--- config.mk ---
export PLATFORM = sky130hd
export DESIGN_NAME = uart_trx_param
export DESIGN_NICKNAME = d
export VERILOG_FILES = /design/src/rtl/uart_trx_param.sv
export SDC_FILE = /design/constraint.sdc
export NUM_CORES = 1
export LEC_CHECK = 0
export ABC_CLOCK_PERIOD_IN_PS = 3150
export CELL_PAD_IN_SITES_DETAIL_PLACEMENT = 1
export CELL_PAD_IN_SITES_GLOBAL_PLACEMENT = 1
export CORE_ASPECT_RATIO = 1.4
export CORE_UTILIZATION = 51
export DETAILED_ROUTE_END_ITERATION = 7
export GPL_ROUTABILITY_DRIVEN = 0
export PLACE_DENSITY = 0.92
export SYNTH_ARGS = -nofsm -noshare
export SYNTH_HDL_FRONTEND = slang
export SYNTH_SLANG_ARGS = --single-unit
--- constraint.sdc ---
create_clock -name clk -period 3.15 [get_ports clk]
set_input_delay 0.63 -clock clk [delete_from_list [all_inputs] [get_ports clk]]
set_output_delay 0.63 -clock clk [all_outputs]
set_load 0.02 [all_outputs]
--- src/rtl/uart_trx_param.sv ---
// uart_trx_param -- parametrised full-duplex UART transceiver with RX FIFO.
//
// Parameters:
//   CLK_DIV    clock cycles per bit period (4..65535)
//   DATA_BITS  data bits per frame (5..9)
//   PARITY     0 = none, 1 = even, 2 = odd
//   FIFO_DEPTH RX FIFO entries (power of 2, >= 2)
//
// Ports:
//   clk, rst_n              clock, asynchronous active-low reset
//   loopback                (only with UART_LOOPBACK_EN) RX listens to txd
//   tx_data/tx_valid/tx_ready  transmit handshake; tx_ready high when idle
//   txd                     serial out, idles high
//   rxd                     serial in, asynchronous to clk
//   rx_data/rx_valid/rx_ready  show-ahead FIFO head with ready/valid pop
//   rx_count                FIFO occupancy
//   rx_overrun              pulse: good frame dropped, FIFO full
//   rx_frame_err            pulse: stop bit sampled low
//   rx_parity_err           pulse: parity mismatch
//
// Optional feature macro: UART_LOOPBACK_EN (adds the loopback input).

module uart_trx_param #(
   parameter int unsigned CLK_DIV    = 16,
   parameter int unsigned DATA_BITS  = 8,
   parameter int unsigned PARITY     = 0,
   parameter int unsigned FIFO_DEPTH = 4
) (
   input  logic                          clk,
   input  logic                          rst_n,
`ifdef UART_LOOPBACK_EN
   input  logic                          loopback,
`endif
   input  logic [DATA_BITS-1:0]          tx_data,
   input  logic                          tx_valid,
   output logic                          tx_ready,
   output logic                          txd,
   input  logic                          rxd,
   output logic [DATA_BITS-1:0]          rx_data,
   output logic                          rx_valid,
   input  logic                          rx_ready,
   output logic [$clog2(FIFO_DEPTH):0]   rx_count,
   output logic                          rx_overrun,
   output logic                          rx_frame_err,
   output logic                          rx_parity_err
);

   localparam int unsigned CW   = $clog2(CLK_DIV);
   localparam int unsigned BW   = $clog2(DATA_BITS);
   localparam int unsigned PW   = $clog2(FIFO_DEPTH);
   localparam logic [CW-1:0] DIV_LAST  = CW'(CLK_DIV - 1);
   localparam logic [CW-1:0] HALF_LAST = CW'(CLK_DIV / 2 - 1);
   localparam logic [BW-1:0] BIT_LAST  = BW'(DATA_BITS - 1);
   localparam logic          HAS_PAR   = (PARITY != 0);
   localparam logic          ODD_PAR   = (PARITY == 2);

   // ------------------------------------------------------------------
   // Transmitter
   // ------------------------------------------------------------------
   typedef enum logic [2:0] {TX_IDLE, TX_START, TX_DATA, TX_PAR, TX_STOP} tx_state_t;

   tx_state_t              tx_state, tx_next;
   logic [CW-1:0]          tx_cnt;
   logic [BW-1:0]          tx_bit;
   logic [DATA_BITS-1:0]   tx_shift;
   logic                   tx_par;
   logic                   tx_tick;

   assign tx_tick = (tx_cnt == DIV_LAST);

   always_comb begin
      tx_next  = tx_state;
      txd      = 1'b1;
      tx_ready = 1'b0;
      case (tx_state)
         TX_IDLE: begin
            tx_ready = 1'b1;
            if (tx_valid) tx_next = TX_START;
         end
         TX_START: begin
            txd = 1'b0;
            if (tx_tick) tx_next = TX_DATA;
         end
         TX_DATA: begin
            txd = tx_shift[0];
            if (tx_tick && tx_bit == BIT_LAST) tx_next = HAS_PAR ? TX_PAR : TX_STOP;
         end
         TX_PAR: begin
            txd = tx_par;
            if (tx_tick) tx_next = TX_STOP;
         end
         TX_STOP: begin
            if (tx_tick) tx_next = TX_IDLE;
         end
         default: tx_next = TX_IDLE;
      endcase
   end

   always_ff @(posedge clk or negedge rst_n) begin
      if (!rst_n) begin
         tx_state <= TX_IDLE;
         tx_cnt   <= '0;
         tx_bit   <= '0;
         tx_shift <= '0;
         tx_par   <= 1'b0;
      end else begin
         tx_state <= tx_next;
         if (tx_state == TX_IDLE) begin
            tx_cnt <= '0;
            tx_bit <= '0;
            if (tx_valid) begin
               tx_shift <= tx_data;
               tx_par   <= (^tx_data) ^ ODD_PAR;
            end
         end else begin
            tx_cnt <= tx_tick ? '0 : tx_cnt + 1'b1;
            if (tx_state == TX_DATA && tx_tick) begin
               tx_shift <= tx_shift >> 1;
               tx_bit   <= tx_bit + 1'b1;
            end
         end
      end
   end

   // ------------------------------------------------------------------
   // Receiver
   // ------------------------------------------------------------------
   typedef enum logic [2:0] {RX_IDLE, RX_START, RX_DATA, RX_PAR, RX_STOP} rx_state_t;

   rx_state_t              rx_state, rx_next;
   logic                   rx_in, sync1, rx_s, rx_prev;
   logic [CW-1:0]          rx_cnt;
   logic [BW-1:0]          rx_bit;
   logic [DATA_BITS-1:0]   rx_shift;
   logic                   par_bad;
   logic                   half_tick, full_tick, stop_sample;
   logic                   push_req;

`ifdef UART_LOOPBACK_EN
   assign rx_in = loopback ? txd : rxd;
`else
   assign rx_in = rxd;
`endif

   assign half_tick   = (rx_cnt == HALF_LAST);
   assign full_tick   = (rx_cnt == DIV_LAST);
   assign stop_sample = (rx_state == RX_STOP) && full_tick;

   always_comb begin
      rx_next = rx_state;
      case (rx_state)
         // rx_prev only goes high after the line is seen high, so a
         // held-low line after a framing error cannot re-trigger.
         RX_IDLE:  if (rx_prev && !rx_s) rx_next = RX_START;
         RX_START: if (half_tick) rx_next = rx_s ? RX_IDLE : RX_DATA;
         RX_DATA:  if (full_tick && rx_bit == BIT_LAST) rx_next = HAS_PAR ? RX_PAR : RX_STOP;
         RX_PAR:   if (full_tick) rx_next = RX_STOP;
         RX_STOP:  if (full_tick) rx_next = RX_IDLE;
         default:  rx_next = RX_IDLE;
      endcase
   end

   always_ff @(posedge clk or negedge rst_n) begin
      if (!rst_n) begin
         sync1         <= 1'b1;
         rx_s          <= 1'b1;
         rx_prev       <= 1'b1;
         rx_state      <= RX_IDLE;
         rx_cnt        <= '0;
         rx_bit        <= '0;
         rx_shift      <= '0;
         par_bad       <= 1'b0;
         push_req      <= 1'b0;
         rx_frame_err  <= 1'b0;
         rx_parity_err <= 1'b0;
      end else begin
         sync1    <= rx_in;
         rx_s     <= sync1;
         rx_prev  <= rx_s;
         rx_state <= rx_next;
         case (rx_state)
            RX_IDLE: begin
               rx_cnt  <= '0;
               rx_bit  <= '0;
               par_bad <= 1'b0;
            end
            RX_START: rx_cnt <= half_tick ? '0 : rx_cnt + 1'b1;
            default:  rx_cnt <= full_tick ? '0 : rx_cnt + 1'b1;
         endcase
         if (rx_state == RX_DATA && full_tick) begin
            rx_shift <= {rx_s, rx_shift[DATA_BITS-1:1]};
            rx_bit   <= rx_bit + 1'b1;
         end
         if (rx_state == RX_PAR && full_tick)
            par_bad <= rx_s ^ (^rx_shift) ^ ODD_PAR;
         // Results register one cycle after the stop sample; rx_shift is
         // stable then because the FSM is back in IDLE.
         push_req      <= stop_sample && rx_s && !par_bad;
         rx_frame_err  <= stop_sample && !rx_s;
         rx_parity_err <= stop_sample && par_bad;
      end
   end

   // ------------------------------------------------------------------
   // Receive FIFO
   // ------------------------------------------------------------------
   logic [DATA_BITS-1:0] mem [FIFO_DEPTH];
   logic [PW-1:0]        wr_ptr, rd_ptr;
   logic                 full, pop, push_ok;

   assign full     = (rx_count == (PW+1)'(FIFO_DEPTH));
   assign rx_valid = (rx_count != '0);
   assign pop      = rx_valid && rx_ready;
   assign push_ok  = push_req && (!full || pop);
   assign rx_data  = mem[rd_ptr];

   always_ff @(posedge clk or negedge rst_n) begin
      if (!rst_n) begin
         for (int unsigned i = 0; i < FIFO_DEPTH; i++) mem[i] <= '0;
         wr_ptr     <= '0;
         rd_ptr     <= '0;
         rx_count   <= '0;
         rx_overrun <= 1'b0;
      end else begin
         rx_overrun <= push_req && full && !pop;
         if (push_ok) begin
            mem[wr_ptr] <= rx_shift;
            wr_ptr      <= wr_ptr + 1'b1;
         end
         if (pop) rd_ptr <= rd_ptr + 1'b1;
         case ({push_ok, pop})
            2'b10:   rx_count <= rx_count + 1'b1;
            2'b01:   rx_count <= rx_count - 1'b1;
            default: rx_count <= rx_count;
         endcase
      end
   end

endmodule

Word level (Yosys, flattened, before mapping)

Index checks and enable logic that the tools add are counted.

Register bits after elaboration: 84
Input bits: 13
Output and inout bits: 17
Logic and storage cells: 134

Add/subtract/negate cells: 8
Order comparisons: 3
Equal/unequal tests: 26
Multiplexer cells: 36
Bitwise logic cells: 3
Reductions and logical operators: 34

Operators by type and width:

| operator                                             | number |
|---|---|
| two-way mux 8 bit                                    | 6 |
| two-way mux 3 bit                                    | 14 |
| bitwise mux 32 bit                                   | 1 |
| case mux 3 bit (5 select lines)                      | 2 |
| inequality test 2 bit (second input constant)        | 10 |
| binary-select mux 8 bit (select 2 bit)               | 1 |
| demux 8 bit (select 2 bit)                           | 1 |
| logical AND 1 bit                                    | 16 |
| two-way mux 4 bit                                    | 4 |
| parity 8 bit                                         | 2 |
| equality test 3 bit (second input constant)          | 5 |
| equality test 3 x 2 -> 1 bit (second input constant) | 4 |
| AND reduction 5 bit                                  | 2 |
| adder 3 x 1 -> 3 bit (second input constant)         | 3 |
| adder 4 x 1 -> 4 bit (second input constant)         | 2 |
| equality test 4 bit (second input constant)          | 2 |
| case mux 4 bit (2 select lines)                      | 1 |
| nonzero test 2 bit                                   | 4 |
| equality test 3 x 1 -> 1 bit (second input constant) | 2 |
| >= comparator 3 bit (second input constant)          | 2 |
| zero test 3 bit                                      | 2 |
| inverter 2 -> 3 bit                                  | 2 |
| case mux 3 bit (2 select lines)                      | 1 |
| adder 2 x 1 -> 2 bit (second input constant)         | 2 |
| 13 further kinds                                     | 19 |

Logic depth before layout (Yosys ltp)

Depth in word-level cells: 6
Depth in mapped cells: 10

Worst setup path after synthesis

Ideal clock, no wire load.

Kind: in2reg
From: input port rx_ready
To: register rx_count[2]
Arrival time: 2.106 ns
Data required time: 3.070 ns
Setup slack: 0.964 ns
Cell stages on the path: 10
Path buffers: 1
Path through: nor4b_2 nor2b_1 buf_4 inv_1 ha_1 inv_1 fa_1 xor2_1 nor2_1 xor2_1

Longest elaborated chain between the ends: 5
Elaborated cells between the ends (all ways): 7
Classes of those cells: eq/ne (2); mux (1); reduce/logical (4)

Ends and longest elaborated chain:

| what                                                                  | RTL line | source |
|---|---|---|
| from (decl)                                                           | 41       | `input logic rx_ready,` |
| logical AND 1 bit (*)                                                 | 213      | `assign pop = rx_valid && rx_ready;` |
| logical OR 1 bit                                                      | 214      | `assign push_ok = push_req && (!full \|\| pop);` |
| logical AND 1 bit                                                     | 214      |  |
| equality test 2 x 1 -> 1 bit or equality test 2 bit (tied branches)   | 231      | `case ({push_ok, pop})` |
| case mux 3 bit (2 select lines) or nonzero test 2 bit (tied branches) | n/a      |  |
| to (signal assigned)                                                  | 232      | `2'b10: rx_count <= rx_count + 1'b1;` |
| to (signal assigned)                                                  | 233      | `2'b01: rx_count <= rx_count - 1'b1;` |
| to (signal assigned)                                                  | 234      | `default: rx_count <= rx_count;` |
| to (decl)                                                             | 42       | `output logic [$clog2(FIFO_DEPTH):0] rx_count,` |

Every way passes the cells marked *; elsewhere a longest branch is shown, timed or not.
A chain may end at the register's enable or synchronous reset.

Worst setup path in the final report

From: register rd_ptr[0]
To: output port rx_data[3]

Longest elaborated chain between the ends: 4

Ends and longest elaborated chain:

| what                                                 | RTL line | source |
|---|---|---|
| from (decl)                                          | 208      | `logic [PW-1:0] wr_ptr, rd_ptr;` |
| from (signal assigned)                               | 230      | `if (pop) rd_ptr <= rd_ptr + 1'b1;` |
| inverter 2 -> 3 bit (not written as such)            | 215      | `assign rx_data = mem[rd_ptr];` |
| binary-select mux 8 bit (select 2 bit)               | 215      |  |
| two-way mux 8 bit (not written as such) (2 in a row) | 215      |  |
| to (decl)                                            | 39       | `output logic [DATA_BITS-1:0] rx_data,` |

Every way passes these cells. The select of a mux whose other input is x is not followed.

==> out/results.txt <==
syn_nets: 325
CTS max path bufs: 2
maximum vdd ir drop: 279.7 µV
Pleak: 2.115 nW
area leader, netlist: dfrtp_1
GRT Total Usage: 0.2244
Starting Density: 0.5270
Post-synth EDFFs: 0
Worst slew margin: 0.3103
Seq cells post-synth: 84
Yosys cell types: 42
Post-CTS Resized: 0
clk_lat worst skew: 0.37 ns
CTS buffer count: 9
Die X: 75.48 µm
fmax: 0.3451 GHz
Row Count: 37
worst path required time: 2.52 ns
Initial DRC Count: 117
Sinks on Clock Net: 84
status: finished, final reports clean
setup violators final: 0
Via density: 5.539
IO buf count: 29
DRC: 0
Layout Cells excl Fill: 434
top cells by area, synth: dfrtp_1, mux2_2, mux4_2
post-detail-place hpwl: 5356 µm
Synth Warn #: 0
average cell area after synthesis: 12.85 µm²
Root Buffer Master: clkbuf_8
Crit. End Element: output pin
CTS H-tree lvls: 3
crit path max fanout: 10
Tcrit/Tclk final: 0.9199
layout cells sized above 1: 0.2255
vias: 2,404
CP startpoint kind: flip-flop
routed length per placed instance: 17.61 µm
Cells after Synth: 300
power density cells: 559.5 nW/µm²
FFs w/ async S/R, synth: 1.000
Worst Path Arrival: 2.27 ns
RSZ-0062 raised after global routing: no
Core Box Area: 7315 µm²
antenna cell count: 0
worst reg2reg setup slack: 1.01 ns
gr ovfl total: 0
post-synth top area share: 0.5258
TNS Setup: 0 ns
Worst Hold Class: flip-flop to flip-flop
Total Nets Final: 357
Final Slew Violations: 0
Period minus WS final: 2.898 ns
# Post-CTS Setup Buffers: 0
aggregate routed wire length: 7643 µm
vias in the first global route: 2,633
post-synth design cell area: 3855 µm²
Max-cap violations: 0
Area growth syn-to-layout: 13.86%
predominant post-synthesis flop cell: dfrtp_1
drt first pass iters: 4
largest net degree at the start of global routing: 85
Seq/Total Area, Yosys: 0.5463
Worst-path clk slew: 0.08 ns
Routed Antenna Nets: 0
Hold Buf Count CTS: 0
Fin Clk Skew: 0.01040 ns
CTS tree: yes
first-pass GRT wire length: 12,880 µm
I/O Pins: 30
chip height: 104.9 µm
die area: 7916 µm²
slew at the pin closest to its max-slew limit: 1.035 ns
antenna violations before repair: 0
Final Hold Vio Count: 0
dpl cells: 418
Worst Setup Path Type: flip-flop to output pin
==> routing by layer <==
layer  GRT usage  up-vias  share of wire
met5           0        -              0
met4     0.09921        0          0.022
met3     0.05304       13          0.024
met2      0.3744       34           0.53
met1      0.2684     1249           0.42
li1            -     1108              -
==> final timing paths <==
kind                        startpoint           to  cells past startpoint
max                          rd_ptr[0]   rx_data[3]                      2
min                              sync1         rx_s                      0
max reg2reg                rx_count[0]  rx_count[2]                      9
min reg2reg                      sync1         rx_s                      0
max in group asynchronous        rst_n  rx_state[0]                      1
min in group asynchronous        rst_n      mem[20]                      1
==> cell families after synthesis <==
| kind of cell | Yosys count | synth area share |
|---|---|---|
| AND/OR/NAND/NOR | 62 | 0.09575 |
| multiplexers | 50 | 0.1688 |
| adder cells (fa/ha/maj) | 12 | 0.04090 |
| XOR/XNOR | 23 | 0.05583 |
| AO/OA/AOI/OAI | 38 | 0.05778 |
| flip-flops | 84 | 0.5463 |
| buffers and inverters | 31 | 0.03473 |
==> flip-flops by register name (all words and copies together) (netlist names), 2 cells and up <==
name      count
rd_ptr        2
rx_cnt        4
mem          32
tx_shift      8
rx_shift      8
rx_bit        3
tx_cnt        4
rx_state      3
rx_count      3
tx_bit        3
wr_ptr        2
tx_state      3
==> report_power, final <==
group	leakage (nW)	switching, mW	internal [mW]
Clock	0.0889	0.390	0.303
Combinational	0.912	0.217	0.231
Sequential	1.11	0.155	1.16
Total	2.12	0.762	1.69
==> through the flow <==
stage / setup slack [ns] / hold WS (ns) / utilization / power (mW) / area, µm²
after global routing: 0.1201 / 0.3688 / 0.6001 / 2.573 / 4389
final: 0.2522 / 0.3587 / 0.6001 / 2.456 / 4389
after detailed placement: 0.4609 / 0.3472 / 0.5770 / 1.789 / 4220
after CTS: 0.1872 / 0.3592 / 0.6001 / 2.477 / 4389
after global placement: 0.6475 / 0.3456 / 0.5770 / 1.742 / 4220
after floorplan: 0.9640 / 0.3344 / - / 1.608 / 3855
==> cell usage in the layout, fill, tap and decap left out, types with 11 or more instances in the layout <==
cell,n
dfrtp_1,81
mux2_2,40
clkdlybuf4s50_1,28
inv_1,22
xnor2_1,15
nand2_1,13
a21oi_1,12
nor2_1,11
nand3_1,11
o21ai_0,11
ha_1,11
==> Yosys cell counts, types with 3 or more instances <==
library cell  count
nand2_4           4
o21ai_0          11
and2_1            5
nor2_1           11
ha_1             11
nand2_1          13
dfrtp_1          81
mux4_2            8
mux2_2           40
dfstp_2           3
xor2_1            7
xnor2_1          15
a21oi_1          12
clkbuf_1          3
o22ai_1           7
nand3_1          11
or3_1             3
inv_1            22
nor2b_1           3
==> critical path, cell delays in order, from the launching register on <==
cell	delay, ns
dfrtp_1	0.74
mux4_2	0.60
clkdlybuf4s50_1	0.56
==> final cells by class <==
type	count	area [µm²]
Multi-Input combinational cell	185	1615
Tap cell	97	121.4
Sequential cell	84	2106
Inverter	22	82.58
Fill cell	780	2925
Clock inverter	5	27.53
Timing Repair Buffer	30	295.3
Clock buffer	11	141.4
(Power assumes the default switching activity.)
